<file path="config.mk">
export PLATFORM = sky130hd
export DESIGN_NAME = multi_watchdog
export DESIGN_NICKNAME = d
export VERILOG_FILES = /design/src/rtl/wdg_pkg.sv /design/src/rtl/wdg_channel.sv /design/src/rtl/multi_watchdog.sv
export SDC_FILE = /design/constraint.sdc
export NUM_CORES = 1
export LEC_CHECK = 0
export CORE_MARGIN = 2
export CORE_UTILIZATION = 60
export CTS_CLUSTER_DIAMETER = 80
export DETAILED_ROUTE_END_ITERATION = 12
export PLACE_DENSITY = 0.78
export RECOVER_POWER = 50
export SYNTH_ARGS = -nofsm -noshare
export SYNTH_HDL_FRONTEND = slang
export SYNTH_SLANG_ARGS = --single-unit
</file>
<file path="constraint.sdc">
create_clock -name clk -period 24.7 [get_ports clk]
set_input_delay 3.705 -clock clk [delete_from_list [all_inputs] [get_ports clk]]
set_output_delay 3.705 -clock clk [all_outputs]
set_load 0.005 [all_outputs]
</file>
<file path="src/rtl/wdg_pkg.sv">
// rtl/wdg_pkg.sv - shared watchdog state encoding and timeout clamp helper
package wdg_pkg;

  typedef enum logic [1:0] {
    ST_IDLE,
    ST_RUN,
    ST_WARN,
    ST_TRIP
  } wdg_state_t;

  // Fixed 64-bit width so any CNT_W up to 64 can share one helper.
  function automatic logic [63:0] clamp_timeout(input logic [63:0] value,
                                                input logic [63:0] floor_value);
    return (value < floor_value) ? floor_value : value;
  endfunction

endpackage

</file>
<file path="src/rtl/wdg_channel.sv">
// rtl/wdg_channel.sv - one watchdog channel: FSM, counter, pending and active timeout
module wdg_channel
  import wdg_pkg::*;
#(
  parameter int CNT_W       = 32,
  parameter int TIMEOUT_DEF = 50_000_000,
  parameter int WARN_MARGIN = 10_000_000
) (
  input  logic             clk,
  input  logic             rst,
  input  logic             enable,
  input  logic             heartbeat,
  input  logic             clear,
  input  logic             cfg_wr,
  input  logic [CNT_W-1:0] cfg_value,
  output logic             warning,
  output logic             triggered,
  output logic             trip_enter
);

  wdg_state_t       state, state_nx;
  logic [CNT_W-1:0] cnt, cnt_nx;
  logic [CNT_W-1:0] pend, active;
  logic [CNT_W-1:0] warn_at, last_at;
  logic             reload;

  // Comparing the pre-edge count makes warning rise timeout-WARN_MARGIN edges
  // after a clear and the trip land exactly timeout edges after it.
  assign warn_at = active - CNT_W'(WARN_MARGIN + 1);
  assign last_at = active - CNT_W'(1);

  always_comb begin
    state_nx = state;
    cnt_nx   = cnt;
    reload   = 1'b0;
    case (state)
      ST_IDLE: begin
        cnt_nx = '0;
        reload = 1'b1;
        if (enable) state_nx = ST_RUN;
      end
      ST_RUN, ST_WARN: begin
        if (!enable) begin
          state_nx = ST_IDLE;
          cnt_nx   = '0;
          reload   = 1'b1;
        end else if (heartbeat) begin
          state_nx = ST_RUN;
          cnt_nx   = '0;
          reload   = 1'b1;
        end else begin
          cnt_nx = cnt + CNT_W'(1);
          if (state == ST_RUN && cnt == warn_at) state_nx = ST_WARN;
          if (state == ST_WARN && cnt == last_at) begin
            state_nx = ST_TRIP;
            cnt_nx   = cnt;
          end
        end
      end
      ST_TRIP: begin
        if (clear) begin
          state_nx = enable ? ST_RUN : ST_IDLE;
          cnt_nx   = '0;
          reload   = 1'b1;
        end
      end
      default: begin
        state_nx = ST_IDLE;
        cnt_nx   = '0;
      end
    endcase
  end

  assign trip_enter = (state_nx == ST_TRIP) && (state != ST_TRIP);

  always_ff @(posedge clk or posedge rst) begin
    if (rst) begin
      state     <= ST_IDLE;
      cnt       <= '0;
      pend      <= CNT_W'(TIMEOUT_DEF);
      active    <= CNT_W'(TIMEOUT_DEF);
      warning   <= 1'b0;
      triggered <= 1'b0;
    end else begin
      state     <= state_nx;
      cnt       <= cnt_nx;
      if (cfg_wr) pend <= cfg_value;
      if (reload) active <= pend;
      warning   <= (state_nx == ST_WARN);
      triggered <= (state_nx == ST_TRIP);
    end
  end

endmodule

</file>
<file path="src/rtl/multi_watchdog.sv">
// rtl/multi_watchdog.sv - N-channel watchdog with config decode, reset pulse stretcher, trip counter
module multi_watchdog
  import wdg_pkg::*;
#(
  parameter int N_CH        = 4,
  parameter int CNT_W       = 32,
  parameter int TIMEOUT_DEF = 50_000_000,
  parameter int WARN_MARGIN = 10_000_000,
  parameter int RST_PULSE   = 16
) (
  input  logic                                   clk,
  input  logic                                   rst,
  input  logic [N_CH-1:0]                        enable,
  input  logic [N_CH-1:0]                        heartbeat,
  input  logic [N_CH-1:0]                        clear,
  input  logic                                   cfg_we,
  input  logic [((N_CH > 1) ? $clog2(N_CH) : 1)-1:0] cfg_ch,
  input  logic [CNT_W-1:0]                       cfg_timeout,
  output logic [N_CH-1:0]                        warning,
  output logic [N_CH-1:0]                        triggered,
  output logic                                   force_reset,
  output logic [7:0]                             trip_count
);

  localparam int CH_W    = (N_CH > 1) ? $clog2(N_CH) : 1;
  localparam int PULSE_W = $clog2(RST_PULSE + 1);

  logic [CNT_W-1:0]   cfg_clamped;
  logic [N_CH-1:0]    cfg_wr;
  logic [N_CH-1:0]    trip_enter;
  logic [4:0]         n_enter;
  logic [8:0]         count_sum;
  logic [PULSE_W-1:0] pulse_cnt;

  assign cfg_clamped = CNT_W'(clamp_timeout(64'(cfg_timeout), 64'(WARN_MARGIN + 2)));

  // Selects beyond N_CH match no channel, so such writes are dropped.
  for (genvar i = 0; i < N_CH; i++) begin : g_ch
    assign cfg_wr[i] = cfg_we && (cfg_ch == CH_W'(i));

    wdg_channel #(
      .CNT_W       (CNT_W),
      .TIMEOUT_DEF (TIMEOUT_DEF),
      .WARN_MARGIN (WARN_MARGIN)
    ) u_channel (
      .clk        (clk),
      .rst        (rst),
      .enable     (enable[i]),
      .heartbeat  (heartbeat[i]),
      .clear      (clear[i]),
      .cfg_wr     (cfg_wr[i]),
      .cfg_value  (cfg_clamped),
      .warning    (warning[i]),
      .triggered  (triggered[i]),
      .trip_enter (trip_enter[i])
    );
  end

  always_comb begin
    n_enter = '0;
    for (int i = 0; i < N_CH; i++) n_enter = n_enter + 5'(trip_enter[i]);
  end

  assign count_sum   = {1'b0, trip_count} + {4'b0, n_enter};
  assign force_reset = (pulse_cnt != '0);

  always_ff @(posedge clk or posedge rst) begin
    if (rst) begin
      pulse_cnt  <= '0;
      trip_count <= '0;
    end else begin
      if (|trip_enter) pulse_cnt <= PULSE_W'(RST_PULSE);
      else if (pulse_cnt != '0) pulse_cnt <= pulse_cnt - PULSE_W'(1);
      trip_count <= (count_sum > 9'd255) ? 8'hFF : count_sum[7:0];
    end
  end

endmodule

</file>
==> results of run 1 <==
-- cell type report --
type,count,area [µm²]
sequential,413,10500
clock buffer,68,1420
timing repair buffer,86,783
inverter,73,275
multi-input combinational,2383,15800
clock inverter,16,270
fill,3659,15400
tap,600,751
-- Yosys cell counts, types with 17 or more instances --
cell       instances  area share (%)
xor2_1           148             4.7
nand2_1          308             4.2
xnor2_1          173             5.5
nand3b_1          26            0.71
nand4b_1          18            0.58
a21oi_1           96             1.8
and3_1            47             1.1
o211ai_1          25            0.69
inv_1             72            0.99
ha_1              27             1.2
or4_1             30            0.82
nand2b_1          23            0.53
mux2_2           166             6.8
nor2b_1           19            0.43
dfrtp_1          317              29
clkbuf_1         185             2.5
o21ai_0          201             3.7
and2_1            19            0.43
nand3_1          106             1.9
a211oi_1          25            0.69
or2_2             20            0.46
nor2_1           244             3.4
nor3_1            98             1.8
a31oi_1           34            0.78
a21o_1            20            0.55
or3_1             64             1.5
mux2i_1           19            0.70
a2111oi_0         17            0.54
nor4_1            60             1.4
dfstp_2           96             9.2
nand4_1           69             1.6
-- how the worst max path moves through the flow --
| stage | startpoint | endpoint | cells past startpoint |
|---|---|---|---|
| 2_1_floorplan | rst | g_ch[0].u_channel.active[0] | 1 |
| 3_3_place_gp | enable[2] | trip_count[4] | 13 |
| 4_1_cts | enable[2] | trip_count[4] | 13 |
| 6_report | rst | g_ch[3].u_channel.cnt[3] | 4 |
| 3_5_place_dp | enable[2] | trip_count[4] | 13 |
| 5_1_grt | rst | g_ch[3].u_channel.cnt[6] | 4 |
-- power by group --
group          switching, W  internal (W)
clock network      0.000295      0.000463
logic              0.000841      0.000614
registers          0.000358      0.000868
total               0.00149       0.00195
-- registers in the layout, summed over array words and instances (netlist names) --
register and count:
g_ch.u_channel.active 128, g_ch.u_channel.warning 4, g_ch.u_channel.triggered 4, trip_count 8
g_ch.u_channel.pend 128, g_ch.u_channel.state 8, g_ch.u_channel.cnt 128, pulse_cnt 5
-- cell usage in the layout (no fill, tap or decap), types with 18 or more instances in the layout --
cell and instances:
dfrtp_1 317, nand2_1 308, nor2_1 243, o21ai_0 202, xnor2_1 173, mux2_2 165
xor2_1 148, nand3_1 105, nor3_1 99, dfstp_2 96, a21oi_1 95, inv_1 71
nand4_1 69, or3_1 64, nor4_1 60, clkdlybuf4s50_1 52, clkbuf_16 49, and3_1 47
a31oi_1 34, or4_1 30, ha_1 27, nand3b_1 26, a211oi_1 25, o211ai_1 25
nand2b_1 23, or2_2 20, a21o_1 20, nor2b_1 19, mux2i_1 19, a2111oi_0 18
nand4b_1 18
-- per-layer routing --
metal  global-route usage, %  share of wire [%]
met5                       0              0.015
met2                    56.9                 46
met4                    8.90                2.4
met1                    50.2                 44
met3                    5.16                7.4
-- stage by stage --
step / instances / hold slack (ns) / cell area (µm²)
2_1_floorplan: 3078 / 0.446 / 27300
3_3_place_gp: 3555 / 0.459 / 28100
3_5_place_dp: 3555 / 0.467 / 28100
4_1_cts: 3639 / 0.480 / 29800
5_1_grt: 3639 / 0.504 / 29800
6_report: 3639 / 0.478 / 29800
-- critical path: cells and delay by family --
family | cells | cell delay, ns
buf+inv | 4 | 6.78
-- kinds of logic (layout without fill, tap and decap cells) --
family | after synthesis | count (layout)
xor+xnor | 322 | 322
mux | 185 | 185
buf+inv | 282 | 243
flops | 413 | 413
fa+ha+maj | 30 | 30
compound gates | 623 | 623
simple gates | 1223 | 1223
==> impl_metrics.tcl, run 1 <==
set metrics [dict create \
    outcome "finished, violations left" \
    routability_driven_placement_congestion_ratio 0.960 \
    synth_top_family_by_area "simple AND/OR/NAND/NOR gates" \
    count_of_state_elements_after_synthesis 413 \
    synth.yosys.warnings 0 \
    setup.reg_to_reg.worst_slack_ns 18.26 \
    setup_viol_count_final 0 \
    synth-seq-area-share_pct 38.2 \
    cts_resized 0 \
    port-buffer-count 65 \
    via_count 24300 \
    grt_util_all_layers_pct 35.3 \
    ios 66 \
    dieWidth_um 217 \
    drive_above_1_share_pct 13.4 \
    crit_required_ns 25.27 \
    post-route-drc-count 0 \
    postRouteAntennaNets 0 \
    row_count 78 \
    grt_pass1_wl_um 132000 \
    dieHeight_um 217 \
    crit_path_cell_trace "dlygate4sd3_1 > clkinvlp_2 > clkbuf_1 > buf_4" \
    failing_checks "capacitance limit, slew limit" \
    rr_endpoint "trip_count[4]" \
    yosys.cell_types.count 93 \
    critical-path-slowest-cell "clkbuf_1" \
    grt_pass1_vias 23300 \
    routed_wl_um 84100 \
    synth-xor-area-share_pct 10.4 \
    post_synth_and_or_nand_nor_area_fraction_pct 23.2 \
    worst_hold_path_type "flip-flop to flip-flop" \
    starting_density_pct 60.5 \
    timing.final.hold_violations 0 \
    detail_route.wl_per_cell_um 23.1 \
    numCtsBuffers 45 \
    post_drt_via_cell_ratio 6.67 \
    synth_mux_area_share_pct 7.53 \
    hold_path_startpoint "g_ch[0].u_channel.pend[10]" \
    post_synth_instance_area_um2 27300 \
    grt_setup_unrepaired "false" \
    postCtsHoldBufs 0 \
    place_worst_setup_slack_ns 16.81 \
    grt_start_max_net_pins 169 \
    clk_pin_slew_ns 0.06 \
    max_fo_critical_path 93 \
    final.setup.worst_slack_ns 14.59 \
    ctsRootBufferMaster "clkbuf_16" \
    syn_nets 3157 \
    ff2ff_path_depth 18 \
    layout.nets 3081 \
    gr-total-overflow 0 \
    design_power_total_w 0.00344 \
    hold-path-cell-count 2 \
    synthCells 3078 \
    leakagePower_nw 11.7 \
    worst-slew-pin-transition_ns 4.02 \
    critical-path-max-stage-delay_ns 2.97 \
    antennaDiodeCount 0 \
    cts.repair_timing.setup_buffer_count 0 \
    worstSetupStartpointType "input pin" \
    iteration_count_of_the_initial_detailed_routing_pass 5 \
    power.density_cell_area_nw_per_um2 116 \
    final_min_period_over_clock_period_pct 40.9 \
    setup_total_negative_slack_ns 0 \
    clk-insertion-delay-late_ns 0.61 \
    hold_path_end "g_ch[0].u_channel.pend[10]" \
    worst_slew_margin_relative_to_its_limit_pct -168 \
    r2r-start "g_ch[0].u_channel.active[0]" \
    cts.sink_count 413 \
    die-area_um2 47300 \
    dp_hpwl_um 61600 \
    synth_edf_count 0 \
    crit_type "input pin to asynchronous set/reset pin" \
    post_synth.cell_area_avg_um2 8.88 \
    initial_antenna_violation_count 2 \
    cts_max_level 2 \
    layout-area-overhead-vs-synth_pct 8.83 \
    synth-compound-area-share_pct 15.1 \
    cp-end-kind "asynchronous set/reset pin" \
    final_util_pct 65.8 \
    clock_tree.buffer_depth 3 \
    synth-async-reset-ratio_pct 100 \
    report.final.slew_viol_count 477 \
    yosys_most_used_dff "dfrtp_1" \
    fin_skew_ns 0.0338 \
    max_freq_ghz 0.0989 \
    layout_min_cycle_time_ns 10.11 \
    tritoncts "done" \
    area_share_of_fa_ha_maj_cells_after_synthesis_pct 1.46 \
    cp.arrival_ns 10.68 \
    drtIter0Drc 2673 \
    drv.max_cap_violation_count 9 \
    ir_worst_vdd_mv 0.0885 \
    core_area_um2 45200 \
]
Note: power is estimated with default switching activity, not from simulation.
==> inputs of run 2 (changes only) <==
==> constraint.sdc (replaced) <==
create_clock -name clk -period 9.4 [get_ports clk]
set_input_delay 1.41 -clock clk [delete_from_list [all_inputs] [get_ports clk]]
set_output_delay 1.41 -clock clk [all_outputs]
set_load 0.005 [all_outputs]
==> run 2 against run 1 <==
Against the previous run:
- the flow still finishes with violations (capacitance limit, slew limit)
- global-route usage decreased by 0.49 points
- combinational power increased to 2.6 times the previous value
- first-iteration DRC count decreased by 2.6%
- non-clock buffer count unchanged
- sequential power increased to 2.6 times the previous value
- critical path type is now flip-flop to flip-flop
- highest routed layer unchanged
==> impl_metrics.tcl, run 2 (synthesized netlist as in run 1, its figures left out) <==
set metrics [dict create \
    critical-path-slowest-cell "or4_1" \
    r2r-start "g_ch[2].u_channel.active[0]" \
    grt_pass1_wl_um 130000 \
    final_min_period_over_clock_period_pct 66.0 \
    cts.repair_timing.setup_buffer_count 0 \
    crit_type "flip-flop to flip-flop" \
    clk-insertion-delay-late_ns 0.60 \
    detail_route.wl_per_cell_um 22.7 \
    clock_tree.buffer_depth 3 \
    timing.final.hold_violations 0 \
    multi_input_area_um2 15800 \
    gr-total-overflow 0 \
    kind_of_cell_adding_the_most_delay_to_the_critical_path "simple AND/OR/NAND/NOR gates" \
    port-buffer-count 65 \
    initial_antenna_violation_count 6 \
    layout.filler_cells 3708 \
    drive_above_1_share_pct 13.3 \
    postRouteAntennaNets 0 \
    cts_max_level 2 \
    worst_hold_path_type "flip-flop to flip-flop" \
    timing.hold.ws_ns 0.480 \
    dieHeight_um 217 \
    design_power_total_w 0.00876 \
    worst-slew-pin-transition_ns 4.46 \
    power.density_cell_area_nw_per_um2 297 \
    routability_driven_placement_congestion_ratio 0.984 \
    max_freq_ghz 0.161 \
    count_of_buffering_cells_on_the_critical_path_with_inverters_included 2 \
    grt_pass1_vias 23200 \
    post_drt_via_cell_ratio 6.61 \
    tritoncts "done" \
    starting_density_pct 60.5 \
    leakagePower_nw 11.7 \
    post-route-drc-count 0 \
    row_count 78 \
    numCtsBuffers 44 \
    core_area_um2 45200 \
    cts.sink_count 413 \
    regArea_um2 10500 \
    reg_top3 "g_ch.u_channel.active (128), g_ch.u_channel.cnt (128), g_ch.u_channel.pend (128)" \
    routed_wl_um 82700 \
    worstSetupStartpointType "flip-flop" \
    grt_start_max_net_pins 186 \
    worst_slew_margin_relative_to_its_limit_pct -197 \
    max_fo_critical_path 7 \
    failing_checks "capacitance limit, slew limit" \
    critical-path-max-stage-delay_ns 0.58 \
    layout-area-overhead-vs-synth_pct 8.06 \
    clk_pin_slew_ns 0.06 \
    fin_skew_ns 0.0178 \
    ctsRootBufferMaster "clkbuf_16" \
    final_cell_mix "dfrtp_1, nand2_1, nor2_1, o21ai_0, xnor2_1" \
    report.final.slew_viol_count 588 \
    ir_worst_vdd_mv 0.192 \
    hold_path_startpoint "g_ch[2].u_channel.pend[13]" \
    drtIter0Drc 2603 \
    setup_total_negative_slack_ns 0 \
    die-area_um2 47300 \
    outcome "finished, violations left" \
    hold-path-cell-count 2 \
    layout.nets 3080 \
    hold_path_end "g_ch[2].u_channel.pend[13]" \
    cp-end-kind "flip-flop" \
    crit_required_ns 9.88 \
    grt_util_all_layers_pct 34.8 \
    dp_hpwl_um 60800 \
    final_util_pct 65.4 \
    via_count 24100 \
    dieWidth_um 217 \
    setup_viol_count_final 0 \
    grt_setup_unrepaired "false" \
    layout_min_cycle_time_ns 6.21 \
    setup.reg_to_reg.worst_slack_ns 3.19 \
    iteration_count_of_the_initial_detailed_routing_pass 5 \
    crit_path_cell_trace "inv_1 > ha_1 > or3b_2 > o211a_1 > or4_1 > a311o_1 > xnor2_1 > or4_1 > or4_1 > nand2_1 > nand3b_1 > fa_1 > inv_1 > fa_1 > fa_1 > and3_1 > o21a_1" \
    layout.cells.most_common "dfrtp_1" \
    cp.arrival_ns 6.69 \
    ios 66 \
    drv.max_cap_violation_count 10 \
    cts_resized 0 \
    ff2ff_path_depth 17 \
    rr_endpoint "trip_count[4]" \
    postCtsHoldBufs 0 \
]
## run 2: cell types whose count changed in the layout (fill, tap and decap cells not counted), sizes merged
cell,previous run,this run
inv,76,74
clkdlybuf4s50,52,43
buf,11,15
bufinv,6,3
clkinvlp,1,4
clkbuf,78,72
diode,0,4
clkinv,6,8
dlygate4sd3,13,22
## run 2: how the worst max path moves through the flow
stage                                   to                        start  cells after the start  slack [ns]
3_3_place_gp                 trip_count[4]  g_ch[2].u_channel.active[0]                     17        3.37
6_report                     trip_count[4]  g_ch[2].u_channel.active[0]                     17        3.19
2_1_floorplan  g_ch[0].u_channel.active[0]                          rst                      1        2.50
3_5_place_dp                 trip_count[4]  g_ch[2].u_channel.active[0]                     17        3.27
4_1_cts                      trip_count[4]  g_ch[2].u_channel.active[0]                     17        3.20
5_1_grt        g_ch[0].u_channel.active[8]                          rst                      3        2.33
## run 2: layer usage
layer | global-route usage, % | wire (µm) | up-vias
met1 | 46.8 | 35100 | 11900
met3 | 5.97 | 6310 | 173
met4 | 11.3 | 2510 | 4
met2 | 57.4 | 38800 | 1040
li1 | - | - | 11000
met5 | 0 | 27 | -
## run 2: worst register-to-register path, cell delays in order, from the launching register on
cell	delay [ns]
dfrtp_1	0.45
inv_1	0.09
ha_1	0.25
or3b_2	0.56
o211a_1	0.29
or4_1	0.53
a311o_1	0.38
xnor2_1	0.14
or4_1	0.55
or4_1	0.58
nand2_1	0.13
nand3b_1	0.23
fa_1	0.55
inv_1	0.05
fa_1	0.46
fa_1	0.49
and3_1	0.20
o21a_1	0.16
## run 2: through the flow
stage               instance area [µm²]  worst slack (ns)  cells
finish                            29500              3.19   3641
global route                      29500              2.33   3637
CTS                               29600              3.20   3637
detailed placement                28200              3.27   3555
global placement                  28200              3.37   3555
floorplan                         27300              2.50   3078
## run 2: where the power goes
part	switching [W]	internal (W)
clock	0.000742	0.00105
combinational	0.00220	0.00160
sequential	0.000884	0.00228
total	0.00383	0.00493
## run 2: area by class of cell
class / instances / share of cell area [%]
timing repair buffer: 86 / 2.71
tap: 600 / 2.54
multi-input combinational: 2383 / 53.4
clock inverter: 16 / 0.601
antenna: 4 / 0.0339
sequential: 413 / 35.4
inverter: 73 / 0.932
clock buffer: 66 / 4.42
